## src/rtl/trace_pkg.sv

```systemverilog
// Shared widths, field layout and packing helper for writeback trace entries.
package trace_pkg;

    localparam int PC_W    = 32;
    localparam int RA_W    = 5;
    localparam int RD_W    = 32;
    localparam int SEQ_W   = 16;
    localparam int TRACE_W = PC_W + RA_W + RD_W + SEQ_W;

    // Entry layout, LSB first: seq, wdata, addr, pc
    localparam int SEQ_LSB = 0;
    localparam int RD_LSB  = SEQ_LSB + SEQ_W;
    localparam int RA_LSB  = RD_LSB + RD_W;
    localparam int PC_LSB  = RA_LSB + RA_W;

    localparam logic [15:0] DROP_MAX = 16'hFFFF;

    function automatic logic [TRACE_W-1:0] pack_entry(
        input logic [PC_W-1:0]  pc,
        input logic [RA_W-1:0]  addr,
        input logic [RD_W-1:0]  wdata,
        input logic [SEQ_W-1:0] seq
    );
        logic [TRACE_W-1:0] e;
        e = '0;
        e[PC_LSB  +: PC_W]  = pc;
        e[RA_LSB  +: RA_W]  = addr;
        e[RD_LSB  +: RD_W]  = wdata;
        e[SEQ_LSB +: SEQ_W] = seq;
        return e;
    endfunction

endpackage

```

## src/rtl/trace_ram.sv

```systemverilog
// Trace entry storage: one synchronous write port, one asynchronous read port.
module trace_ram
    import trace_pkg::*;
#(
    parameter int DEPTH = 16
) (
    input  logic                     clk,
    input  logic                     we,
    input  logic [$clog2(DEPTH)-1:0] waddr,
    input  logic [TRACE_W-1:0]       wdata,
    input  logic [$clog2(DEPTH)-1:0] raddr,
    output logic [TRACE_W-1:0]       rdata
);

    logic [TRACE_W-1:0] mem [DEPTH];

    // No reset: contents are only meaningful below the owner's count
    always_ff @(posedge clk) begin
        if (we) begin
            mem[waddr] <= wdata;
        end
    end

    assign rdata = mem[raddr];

endmodule

```

## src/rtl/wb_trace_fifo.sv

```systemverilog
// Captures register-file writeback events into a FWFT FIFO with sequence tags
// and sticky drop accounting when the reader falls behind.
module wb_trace_fifo
    import trace_pkg::*;
#(
    parameter int DEPTH     = 16,
    parameter bit FILTER_R0 = 1'b1
) (
    input  logic                   clk,
    input  logic                   reset,
    input  logic [31:0]            wb_pc,
    input  logic                   wb_rf_wen,
    input  logic [4:0]             wb_rf_addr,
    input  logic [31:0]            wb_rf_wdata,
    output logic                   rd_valid,
    input  logic                   rd_ready,
    output logic [31:0]            rd_pc,
    output logic [4:0]             rd_addr,
    output logic [31:0]            rd_wdata,
    output logic [15:0]            rd_seq,
    output logic [$clog2(DEPTH):0] count,
    output logic                   overflow,
    output logic [15:0]            drop_cnt,
    input  logic                   clr_ovf
);

    localparam int            AW         = $clog2(DEPTH);
    localparam logic [AW:0]   FULL_COUNT = (AW + 1)'(DEPTH);

    logic [AW-1:0]      wr_ptr;
    logic [AW-1:0]      rd_ptr;
    logic [SEQ_W-1:0]   seq;
    logic [TRACE_W-1:0] head;
    logic               wb_event;
    logic               push;
    logic               pop;
    logic               drop;

    assign wb_event = wb_rf_wen && ((wb_rf_addr != 5'd0) || !FILTER_R0);
    assign pop      = rd_valid && rd_ready;
    // A pop in the same cycle frees the slot a full FIFO needs
    assign push     = wb_event && ((count != FULL_COUNT) || pop);
    assign drop     = wb_event && !push;

    trace_ram #(.DEPTH(DEPTH)) u_ram (
        .clk   (clk),
        .we    (push),
        .waddr (wr_ptr),
        .wdata (pack_entry(wb_pc, wb_rf_addr, wb_rf_wdata, seq)),
        .raddr (rd_ptr),
        .rdata (head)
    );

    always_ff @(posedge clk or posedge reset) begin
        if (reset) begin
            wr_ptr <= '0;
            rd_ptr <= '0;
            count  <= '0;
            seq    <= '0;
        end else begin
            if (push) wr_ptr <= wr_ptr + AW'(1);
            if (pop)  rd_ptr <= rd_ptr + AW'(1);
            if (wb_event) seq <= seq + 16'd1;
            count <= count + {{AW{1'b0}}, push} - {{AW{1'b0}}, pop};
        end
    end

    // Clear is applied before a coincident drop is counted
    always_ff @(posedge clk or posedge reset) begin
        if (reset) begin
            overflow <= 1'b0;
            drop_cnt <= '0;
        end else if (drop) begin
            overflow <= 1'b1;
            if (clr_ovf)                  drop_cnt <= 16'd1;
            else if (drop_cnt != DROP_MAX) drop_cnt <= drop_cnt + 16'd1;
        end else if (clr_ovf) begin
            overflow <= 1'b0;
            drop_cnt <= '0;
        end
    end

    always_comb begin
        rd_valid = (count != '0);
        rd_pc    = '0;
        rd_addr  = '0;
        rd_wdata = '0;
        rd_seq   = '0;
        if (rd_valid) begin
            rd_pc    = head[PC_LSB  +: PC_W];
            rd_addr  = head[RA_LSB  +: RA_W];
            rd_wdata = head[RD_LSB  +: RD_W];
            rd_seq   = head[SEQ_LSB +: SEQ_W];
        end
    end

endmodule

```

## config.mk

```make
export PLATFORM = sky130hd
export DESIGN_NAME = wb_trace_fifo
export DESIGN_NICKNAME = d
export VERILOG_FILES = /design/src/rtl/trace_pkg.sv /design/src/rtl/trace_ram.sv /design/src/rtl/wb_trace_fifo.sv
export SDC_FILE = /design/constraint.sdc
export NUM_CORES = 1
export LEC_CHECK = 0
export CORE_MARGIN = 4
export CORE_UTILIZATION = 56
export CTS_BUF_LIST = sky130_fd_sc_hd__clkbuf_2 sky130_fd_sc_hd__clkbuf_4 sky130_fd_sc_hd__clkbuf_8
export CTS_CLUSTER_DIAMETER = 50
export DETAILED_ROUTE_END_ITERATION = 10
export PLACE_DENSITY = 0.82
export SLEW_MARGIN = 20
export SYNTH_ARGS = -nofsm -noshare
export SYNTH_HDL_FRONTEND = slang
export SYNTH_SLANG_ARGS = --single-unit
export TNS_END_PERCENT = 1
```

## constraint.sdc

```tcl
create_clock -name clk -period 5.4 [get_ports clk]
set_input_delay 1.08 -clock clk [delete_from_list [all_inputs] [get_ports clk]]
set_output_delay 1.08 -clock clk [all_outputs]
set_load 0.005 [all_outputs]
```

==> flow_metrics.env <==
export IMPL_status="finished, final reports clean"
export IMPL_end_kind="output port"
export IMPL_max_slew_margin_pct=35.7
export IMPL_ys_top_cells_by_area="edfxtp_1, mux4_2, mux2i_1"
export IMPL_overflow=0
export IMPL_syn_area_um2=53700
export IMPL_viasPerCell=6.42
export IMPL_wire_per_inst_um=29.4
export IMPL_num_rows=113
export IMPL_synth_warning_count=0
export IMPL_path_max_fanout=38
export IMPL_ys_flop_type="edfxtp_1"
export IMPL_yosysTopAreaCell="edfxtp_1"
export IMPL_worst_pin_slew_ps=963
export IMPL_final_cell_mix="edfxtp_1, mux4_2, clkbuf_8, clkdlybuf4s50_1, mux2i_1"
export IMPL_internal_power_mw=22.4
export IMPL_skew_ps=63.0
export IMPL_die_w_um=318
export IMPL_setup_violations=0
export IMPL_cts_setup_buffers=0
export IMPL_worstSetupPathType="flip-flop to output port"
export IMPL_critPathSlowestCell="nand2_4"
export IMPL_grt_setup_unrepaired="false"
export IMPL_yosys_area_top_type_share_pct=76.0
export IMPL_reg2reg_slack_ps=1790
export IMPL_cpPeakStageDelay_ps=640
export IMPL_fp_dieH_um=318
export IMPL_h_tree_depth=4
export IMPL_timing_fmax_mhz=200
export IMPL_start_util_pct=56.5
export IMPL_nets=2738
export IMPL_grt_pass1_vias=27400
export IMPL_swShare_pct=30.1
export IMPL_nFillCells=5656
export IMPL_remaining_drc_errors=0
export IMPL_cp_start_kind="flip-flop"
export IMPL_hold_start="drop_cnt[10]$_DFFE_PP0P_"
export IMPL_fp_dieArea_um2=101000
export IMPL_gp_congestion=0.793
export IMPL_drv_slew=0
export IMPL_drive_gt1_share_pct=27.2
export IMPL_synth_nets=2398
export IMPL_netlist_instances=2310
export IMPL_final_common_cell="edfxtp_1"
export IMPL_dp_hpwl_mm=67.5
export IMPL_yosysSeqAreaShare_pct=78.2
export IMPL_cts_hold_buf=0
export IMPL_area_growth_pct=14.7
export IMPL_seqCellArea_um2=42000
export IMPL_pwr_share_comb_pct=30.8
export IMPL_ys_ff_latch=1406
export IMPL_drt_total_wl_mm=120
export IMPL_cts_tree="done"
export IMPL_synth_edf_count=1360
export IMPL_final_core_util_pct=64.8
export IMPL_timing_critical_path_buf_inv=3
export IMPL_clock_sinks=1406
export IMPL_finalCritPeriodShare_pct=92.7
export IMPL_drt_pass1_iterations=5
export IMPL_hold_end="drop_cnt[10]$_DFFE_PP0P_"
export IMPL_ant_nets=0
export IMPL_p_leak_nw=20.0
export IMPL_multi_input_area_um2=11200
export IMPL_maxCapViolCount=0
export IMPL_crit_required_ps=4320
export IMPL_syn_avg_cell_area_um2=23.3
export IMPL_vias=26200
export IMPL_yosys_cell_types_count=48
export IMPL_cts_inserted_buffers=208
export IMPL_reg2reg_depth=9
export IMPL_clock_latency_ps=870
export IMPL_min_period_ps=5010
export IMPL_root_buffer="clkbuf_8"
export IMPL_critPathTopFamily="buffers and inverters"
export IMPL_power_switching_mw=9.62
export IMPL_synthArstFlopShare_pct=3.27
export IMPL_drt_iter0_markers=3401
export IMPL_cts_resized=0
export IMPL_grt_usage_pct=23.9
export IMPL_p_seq_share_pct=43.2
export IMPL_ioPinCount=182
export IMPL_path_clk_slew_ps=60
export IMPL_p_clk_share_pct=26.0
export IMPL_clockBufferDepth=3
export IMPL_ir_drop_v=0.000394
export IMPL_power_density_nw_per_um2=519
export IMPL_hold_viol=0
export IMPL_cp_cell_sequence="inv_1 > ha_1 > nor3b_2 > nand2b_1 > nand2_4 > buf_4 > o22ai_1 > clkdlybuf4s50_1"
export IMPL_r2r_start="count[2]$_DFF_PP0_"
export IMPL_io_buffers=181
export IMPL_antenna_found_initial=8
export IMPL_grt_max_degree=90
export IMPL_core_um2=95000
export IMPL_setup_tns_ps=0
export IMPL_whs_path_depth=2
export IMPL_r2r_end="u_ram.mem[6][42]$_DFFE_PP_"
export IMPL_grt_first_pass_wirelength_mm=180
export IMPL_arrival_ps=3930
export IMPL_hold_path_class="flip-flop to flip-flop"
-- flip-flops by register name, indices dropped and copies added (netlist names) --
name       count
u_ram.mem   1360
drop_cnt      16
seq           16
count          5
rd_ptr         4
wr_ptr         4
overflow       1
-- stage by stage --
stage	power (mW)	setup WS [ps]	instance area, um2	hold WS (ps)	instances
2_1_floorplan	19.8	1000	53700	459	2310
3_3_place_gp	23.6	826	57600	535	3705
3_5_place_dp	23.9	641	57600	565	3705
4_1_cts	32.2	335	61600	577	4081
5_1_grt	33.3	232	61600	609	4086
6_report	32.0	392	61600	579	4089
-- layout make-up --
cell class / count / area share, %
Clock inverter: 99 / 0.997
Antenna cell: 8 / 0.0325
Clock buffer: 277 / 5.53
Inverter: 11 / 0.0670
Tap cell: 1265 / 2.57
Timing Repair Buffer: 251 / 4.44
Multi-Input combinational cell: 772 / 18.2
Sequential cell: 1406 / 68.2
-- cells by family (layout without fill, tap and decap cells) --
family	Yosys count	after routing	synth area share, %
buf+inv	132	638	1.09
mux	512	512	17.5
other cells	0	8	0
flops	1406	1406	78.2
compound gates	117	117	1.37
simple gates	102	102	1.11
xor+xnor	27	27	0.440
fa+ha+maj	14	14	0.340
-- synthesized netlist by cell type, types with 13 or more instances --
master    instances
a21oi_1          14
dfrtp_1          46
mux4_2          340
xnor2_1          23
edfxtp_1       1360
clkbuf_1         47
nand2_1          18
and2_1           15
buf_2            46
ha_1             13
buf_1            25
o22ai_1          86
mux2i_1         171
-- layer usage --
layer	up-vias	track usage [%]	share of wire (%)
li1	10600	-	-
met1	13800	33.6	38
met2	1688	38.3	50
met3	193	5.24	10
met4	4	7.33	2.3
met5	-	0	0.022
-- how the worst max path moves through the flow --
stage                        from  cells after the start  slack [ps]                          end
6_report       count[2]$_DFF_PP0_                      8         390                 rd_wdata[15]
3_3_place_gp        wb_rf_addr[2]                     13         830           count[4]$_DFF_PP0_
5_1_grt        count[3]$_DFF_PP0_                      8         230                    rd_seq[3]
3_5_place_dp        wb_rf_addr[2]                      8         640  u_ram.mem[10][14]$_DFFE_PP_
2_1_floorplan       wb_rf_addr[0]                      6        1000   u_ram.mem[10][0]$_DFFE_PP_
4_1_cts        count[2]$_DFF_PP0_                      8         340                  rd_wdata[2]
-- power groups by stage --
| stage | Clock, mW | Combinational (mW) | Sequential (mW) |
|---|---|---|---|
| 2_1_floorplan | 0 | 6.12 | 13.7 |
| 3_3_place_gp | 0 | 9.74 | 13.9 |
| 3_5_place_dp | 0 | 9.89 | 14.0 |
| 4_1_cts | 8.41 | 9.96 | 13.8 |
| 5_1_grt | 8.97 | 10.4 | 13.9 |
| 6_report | 8.31 | 9.85 | 13.8 |
-- worst reg2reg max path, stage by stage (launching register included) --
cell and delay, ps:
dfrtp_1 390, inv_1 80, ha_1 180, nor3b_2 160
and3b_1 290, nor2_2 450, inv_2 180, nor3b_1 520
and2_4 540, buf_4 450
(Power assumes the default switching activity.)
